<file path="src/rtl/beat_pkg.sv">
// Shared types for the beat scroller: note encoding and sequencer states.
// Used by beat_scroller and note_lane.
package beat_pkg;

    typedef logic [1:0] note_t;

    localparam note_t NOTE_EMPTY = 2'b00;
    localparam note_t NOTE_DON   = 2'b01;
    localparam note_t NOTE_KA    = 2'b10;
    localparam note_t NOTE_END   = 2'b11;

    typedef enum logic [1:0] {
        IDLE,
        PLAY,
        DRAIN,
        DONE
    } state_t;

endpackage

</file>
<file path="src/rtl/note_lane.sv">
// On-screen note lane: LANE_LEN x 2-bit shift register, slot 0 is the hit
// position. Shift beats head clear, since the head leaves the lane anyway.
module note_lane
    import beat_pkg::*;
#(
    parameter int LANE_LEN = 16
) (
    input  logic                clock,
    input  logic                reset,
    input  logic                shift,
    input  logic                clear_head,
    input  logic                clear_all,
    input  note_t               load,
    output note_t               head,
    output logic [LANE_LEN-1:0] lane_don,
    output logic [LANE_LEN-1:0] lane_ka
);

    logic [LANE_LEN-1:0] don_q;
    logic [LANE_LEN-1:0] ka_q;

    // Lane storage: clear, shift toward slot 0, or drop a hit note.
    always_ff @(posedge clock or posedge reset) begin
        if (reset) begin
            don_q <= '0;
            ka_q  <= '0;
        end else if (clear_all) begin
            don_q <= '0;
            ka_q  <= '0;
        end else if (shift) begin
            don_q <= {load == NOTE_DON, don_q[LANE_LEN-1:1]};
            ka_q  <= {load == NOTE_KA, ka_q[LANE_LEN-1:1]};
        end else if (clear_head) begin
            don_q[0] <= 1'b0;
            ka_q[0]  <= 1'b0;
        end
    end

    assign head     = {ka_q[0], don_q[0]};
    assign lane_don = don_q;
    assign lane_ka  = ka_q;

endmodule

</file>
<file path="src/rtl/beat_scroller.sv">
// Note-lane sequencer: scrolls beatmap notes on tick, judges drum hits.
// BEAT_SCROLLER_COMBO_EN adds a combo counter and a combo score bonus.
module beat_scroller
    import beat_pkg::*;
#(
    parameter int LANE_LEN   = 16,
    parameter int ADDR_W     = 12,
    parameter int SCORE_W    = 16,
    parameter int HIT_POINTS = 10
) (
    input  logic                clock,
    input  logic                reset,
    input  logic                tick,
    input  logic                start,
    output logic [ADDR_W-1:0]   note_addr,
    input  logic [1:0]          note_data,
    input  logic                hit_don,
    input  logic                hit_ka,
    output logic [LANE_LEN-1:0] lane_don,
    output logic [LANE_LEN-1:0] lane_ka,
    output logic [SCORE_W-1:0]  score,
`ifdef BEAT_SCROLLER_COMBO_EN
    output logic [SCORE_W-1:0]  combo,
`endif
    output logic                judge_good,
    output logic                judge_miss,
    output logic                playing,
    output logic                song_done
);

    localparam int CW = $clog2(LANE_LEN + 1);
    localparam int SW = SCORE_W + 2;

    state_t            state;
    logic [CW-1:0]     drain_cnt;
    note_t             head;
    note_t             want;
    note_t             load;
    logic              active;
    logic              do_tick;
    logic              press;
    logic              both;
    logic              good;
    logic              miss;
    logic              begin_song;
    logic [SW-1:0]     sum;
    logic [SCORE_W-1:0] score_nxt;

    assign active     = (state == PLAY) || (state == DRAIN);
    assign do_tick    = active && tick;
    assign press      = active && (hit_don ^ hit_ka);
    assign both       = active && hit_don && hit_ka;
    assign want       = hit_don ? NOTE_DON : NOTE_KA;
    assign good       = press && (head == want);
    // A wrong press and a shift-out in the same cycle merge into one miss.
    assign miss       = (press && !good) || both ||
                        (do_tick && (head != NOTE_EMPTY) && !good);
    assign begin_song = start && ((state == IDLE) || (state == DONE));
    assign load       = ((state == PLAY) && (note_data != NOTE_END)) ?
                        note_data : NOTE_EMPTY;

`ifdef BEAT_SCROLLER_COMBO_EN
    assign sum = SW'(score) + SW'(HIT_POINTS) + SW'(combo >> 3);
`else
    assign sum = SW'(score) + SW'(HIT_POINTS);
`endif
    assign score_nxt = (|sum[SW-1:SCORE_W]) ? '1 : sum[SCORE_W-1:0];

    note_lane #(
        .LANE_LEN   (LANE_LEN)
    ) u_lane (
        .clock      (clock),
        .reset      (reset),
        .shift      (do_tick),
        .clear_head (good),
        .clear_all  (begin_song),
        .load       (load),
        .head       (head),
        .lane_don   (lane_don),
        .lane_ka    (lane_ka)
    );

    // Song FSM with registered address, score, judges and status flags.
    always_ff @(posedge clock or posedge reset) begin
        if (reset) begin
            state      <= IDLE;
            note_addr  <= '0;
            score      <= '0;
            drain_cnt  <= '0;
            judge_good <= 1'b0;
            judge_miss <= 1'b0;
            playing    <= 1'b0;
            song_done  <= 1'b0;
        end else begin
            judge_good <= good;
            judge_miss <= miss;
            if (good) begin
                score <= score_nxt;
            end
            unique case (state)
                IDLE, DONE: begin
                    if (start) begin
                        state     <= PLAY;
                        note_addr <= '0;
                        score     <= '0;
                        drain_cnt <= '0;
                        playing   <= 1'b1;
                        song_done <= 1'b0;
                    end
                end
                PLAY: begin
                    if (tick) begin
                        if (note_data == NOTE_END || (&note_addr)) begin
                            state     <= DRAIN;
                            drain_cnt <= '0;
                        end else begin
                            note_addr <= note_addr + ADDR_W'(1);
                        end
                    end
                end
                DRAIN: begin
                    if (tick) begin
                        if (drain_cnt == CW'(LANE_LEN - 1)) begin
                            state     <= DONE;
                            playing   <= 1'b0;
                            song_done <= 1'b1;
                        end else begin
                            drain_cnt <= drain_cnt + CW'(1);
                        end
                    end
                end
            endcase
        end
    end

`ifdef BEAT_SCROLLER_COMBO_EN
    // Combo streak: grows on good hits, broken by any miss or a new song.
    always_ff @(posedge clock or posedge reset) begin
        if (reset) begin
            combo <= '0;
        end else if (begin_song || miss) begin
            combo <= '0;
        end else if (good && !(&combo)) begin
            combo <= combo + SCORE_W'(1);
        end
    end
`endif

endmodule

</file>
<file path="config.mk">
export PLATFORM = sky130hd
export DESIGN_NAME = beat_scroller
export DESIGN_NICKNAME = d
export VERILOG_FILES = /design/src/rtl/beat_pkg.sv /design/src/rtl/note_lane.sv /design/src/rtl/beat_scroller.sv
export SDC_FILE = /design/constraint.sdc
export NUM_CORES = 1
export LEC_CHECK = 0
export CORE_MARGIN = 2
export CORE_UTILIZATION = 48
export CTS_BUF_LIST = sky130_fd_sc_hd__clkbuf_8
export CTS_CLUSTER_SIZE = 8
export DETAILED_ROUTE_END_ITERATION = 12
export PLACE_DENSITY_LB_ADDON = 0.1
export SLEW_MARGIN = 10
export SYNTH_ARGS = -nofsm -noshare
export SYNTH_HDL_FRONTEND = slang
export SYNTH_HIERARCHICAL = 1
export SYNTH_SLANG_ARGS = --single-unit
</file>
<file path="constraint.sdc">
create_clock -name clock -period 2.05 [get_ports clock]
set_clock_uncertainty 0.15 [all_clocks]
set_input_delay 0.205 -clock clock [delete_from_list [all_inputs] [get_ports clock]]
set_output_delay 0.205 -clock clock [all_outputs]
set_load 0.01 [all_outputs]
</file>
==> out/metrics.cfg <==
[pwr]
power_density_nw_per_um2 = 945.2
p_leak_nw = 2.185
vdd_ir_drop_max_v = 0.0004559

[grt]
grt_pass1_wl_um = 13130
grt_pass1_vias = 2768
antenna_found_initial = 0
grt_max_degree = 40
overflow = 0
track_usage_pct = 21.37

[floorplan]
row_count = 31
die_y_um = 89.46
start_util_pct = 48.86
die_w_um = 89.46
die_area_um2 = 8003
ios = 72
core_um2 = 7176

[worst_hold_path]
hp-class = primary input to async pin

[setup_path]
crit_type = flop to flop
crit_slowest_cell = dfrtp_1
worst_ep_arrival_time_ps = 2170
r2r_end = note_addr[6]$_DFFE_PP0P_
setup.worst_path.start_class = flop
path_cells = inv_2 > ha_4 > nor2b_4 > a211o_1 > a41o_1 > or4_1 > nand3_1
cp_max_fo = 4
r2r_cells = 7
required_ps = 2170
path_delay_family = simple AND/OR/NAND/NOR gates
critPathMaxStageDelay_ps = 410
reg2reg_slack_ps = 4
endpoint_kind = flop
worst-path-buf-inv = 1
worstReg2RegStart = state[0]$_DFFE_PP0P_

[layout]
diodes = 0
syn_to_final_growth_pct = 39.19
stdcell_count = 563
layout.nets = 474
drive_gt1_share_pct = 16.38
mostFrequentLayoutCells = dfrtp_1, clkdlybuf4s50_1, buf_4
utilization_pct = 68.00

[yosys]
synth_edf_count = 0
syn-cell-area_um2 = 3506
synth_area_leaders = dfrtp_1, mux2i_1, nor2_1
seq_area_frac_synth_pct = 50.68
ys_ff_latch = 71
syn_inst = 348
synth_ff_type = dfrtp_1
synthArstFlopShare_pct = 100.0
synth_top_area_share_pct = 50.68
ys_warn_count = 6
syn_avg_cell_area_um2 = 10.07
yosysTopAreaCell = dfrtp_1
syn_nets = 363
ys_types = 48

[placement]
dp_slack_ps = -173.5
dp.cells = 542
dp.final_hpwl_um = 5658
routabilityCongestion = 0.8676
port-buffer-count = 71

[clocking]
clk_pin_slew_worst_paths_ps = 70
cts_max_level = 3
cts.sinks = 71
clock_latency_ps = 340
cts_tree = built
clockRootBuffer = clkbuf_8
cts_made_buffers = 9
cts.path.max_buffers = 2
cts_hold_buffers = 0

[status]
outcome = finished, final reports clean

[flow_run]
max_cap_violations = 0

[sta]
maxSlewViolCount = 0
rsz0062_at_grt = true
fin_crit_ps = 2046
holdWs_ps = 131.4
worstMarginPinSlew_ps = 511.2
max_freq_ghz = 0.4888
finalHoldViolations = 0
fin_ws_ps = 4.180
setup_viol = 0
fin_crit_sh_pct = 99.80
finalSetupTns_ps = 0
relSlewSlack_pct = 65.92

[detailed_routing]
drtPass1Iterations = 4
drc = 0
antenna_left = 0
drt-wirelength-per-cell_um = 14.70
routed_wl_um = 8278
vias = 2966
drt-initial-drc-count = 220
via_per_inst = 5.268

## per-stage QoR
| stage | total power [mW] | instance area [um^2] |
|---|---|---|
| 6_report | 4.612 | 4880 |
| 5_1_grt | 4.901 | 4880 |
| 4_1_cts | 4.540 | 4801 |
| 3_5_place_dp | 3.331 | 4584 |
| 3_3_place_gp | 3.312 | 4584 |
| 2_1_floorplan | 2.702 | 3526 |
## worst register-to-register path, stage by stage (launching register included)
cell	delay [ps]
dfrtp_1	410
inv_2	90
ha_4	210
nor2b_4	130
a211o_1	260
a41o_1	240
or4_1	410
nand3_1	100
## synth_stat cells, types with 5 or more instances
| library cell | instances |
|---|---|
| dfrtp_1 | 71 |
| nor2_1 | 42 |
| mux2i_1 | 32 |
| o21ai_0 | 24 |
| nand2_1 | 23 |
| inv_1 | 19 |
| nand3_1 | 17 |
| a21oi_1 | 16 |
| clkbuf_1 | 8 |
| and3_1 | 7 |
| ha_1 | 7 |
| a31oi_1 | 6 |
| nand4_1 | 6 |
| nor3_1 | 6 |
| o31ai_1 | 6 |
| buf_4 | 5 |
## worst max path at each step
stage / from / end / slack (ps) / cells past startpoint
after floorplan: state[0]$_DFFE_PP0P_ / note_addr[6]$_DFFE_PP0P_ / 8 / 8
after global placement: hit_don / score[14]$_DFF_PP0_ / -110 / 7
after detailed placement: hit_ka / score[14]$_DFF_PP0_ / -170 / 6
after CTS: state[0]$_DFFE_PP0P_ / note_addr[6]$_DFFE_PP0P_ / -10 / 7
after global routing: state[0]$_DFFE_PP0P_ / note_addr[6]$_DFFE_PP0P_ / -70 / 7
final: state[0]$_DFFE_PP0P_ / note_addr[6]$_DFFE_PP0P_ / 4 / 7
## area by class of cell
type | count | area, um^2
Clock buffer | 9 | 123.9
Clock inverter | 7 | 81.33
Fill cell | 559 | 2296
Inverter | 19 | 71.32
Multi-Input combinational cell | 242 | 1642
Sequential cell | 71 | 1777
Tap cell | 99 | 123.9
Timing Repair Buffer | 116 | 1061
## per-layer routing
metal | part of all wire [%] | wire, um | GRT usage [%] | vias to the layer above
li1 | - | - | - | 1457
met1 | 47 | 3886 | 29.09 | 1444
met2 | 48 | 4002 | 33.94 | 61
met3 | 4.0 | 330 | 5.078 | 4
met4 | 0.70 | 58 | 6.784 | 0
met5 | 0 | 0 | 0 | -
## report_power, final
group          total, mW  internal, mW  switching (mW)
registers           1.59          1.50          0.0928
logic               1.84         0.858           0.987
clock network       1.17         0.668           0.507
total               4.61          3.03            1.59
## state kept, by name, indices dropped and copies added (netlist names)
signal / count
score: 16
judge_good: 1
u_lane/lane_don: 16
playing: 1
note_addr: 12
song_done: 1
u_lane/lane_ka: 16
drain_cnt: 5
judge_miss: 1
state: 2
## kinds of logic (layout without fill, tap and decap cells)
| family | count (synthesis) | in the layout | share of synthesized area, % |
|---|---|---|---|
| xor+xnor | 7 | 7 | 1.749 |
| compound gates | 70 | 70 | 12.96 |
| buf+inv | 35 | 151 | 4.568 |
| simple gates | 124 | 124 | 17.77 |
| fa+ha+maj | 7 | 7 | 2.498 |
| mux | 34 | 34 | 9.779 |
| flops | 71 | 71 | 50.68 |
## what timing repair did
| action | CTS | global route |
|---|---|---|
| endpoints found under the setup margin | 3 | 15 |
| resized for setup | 1 | 17 |
| pin swaps | 0 | 1 |
| setup buffers | 1 | 4 |
Power figures use the tool's default switching activity.
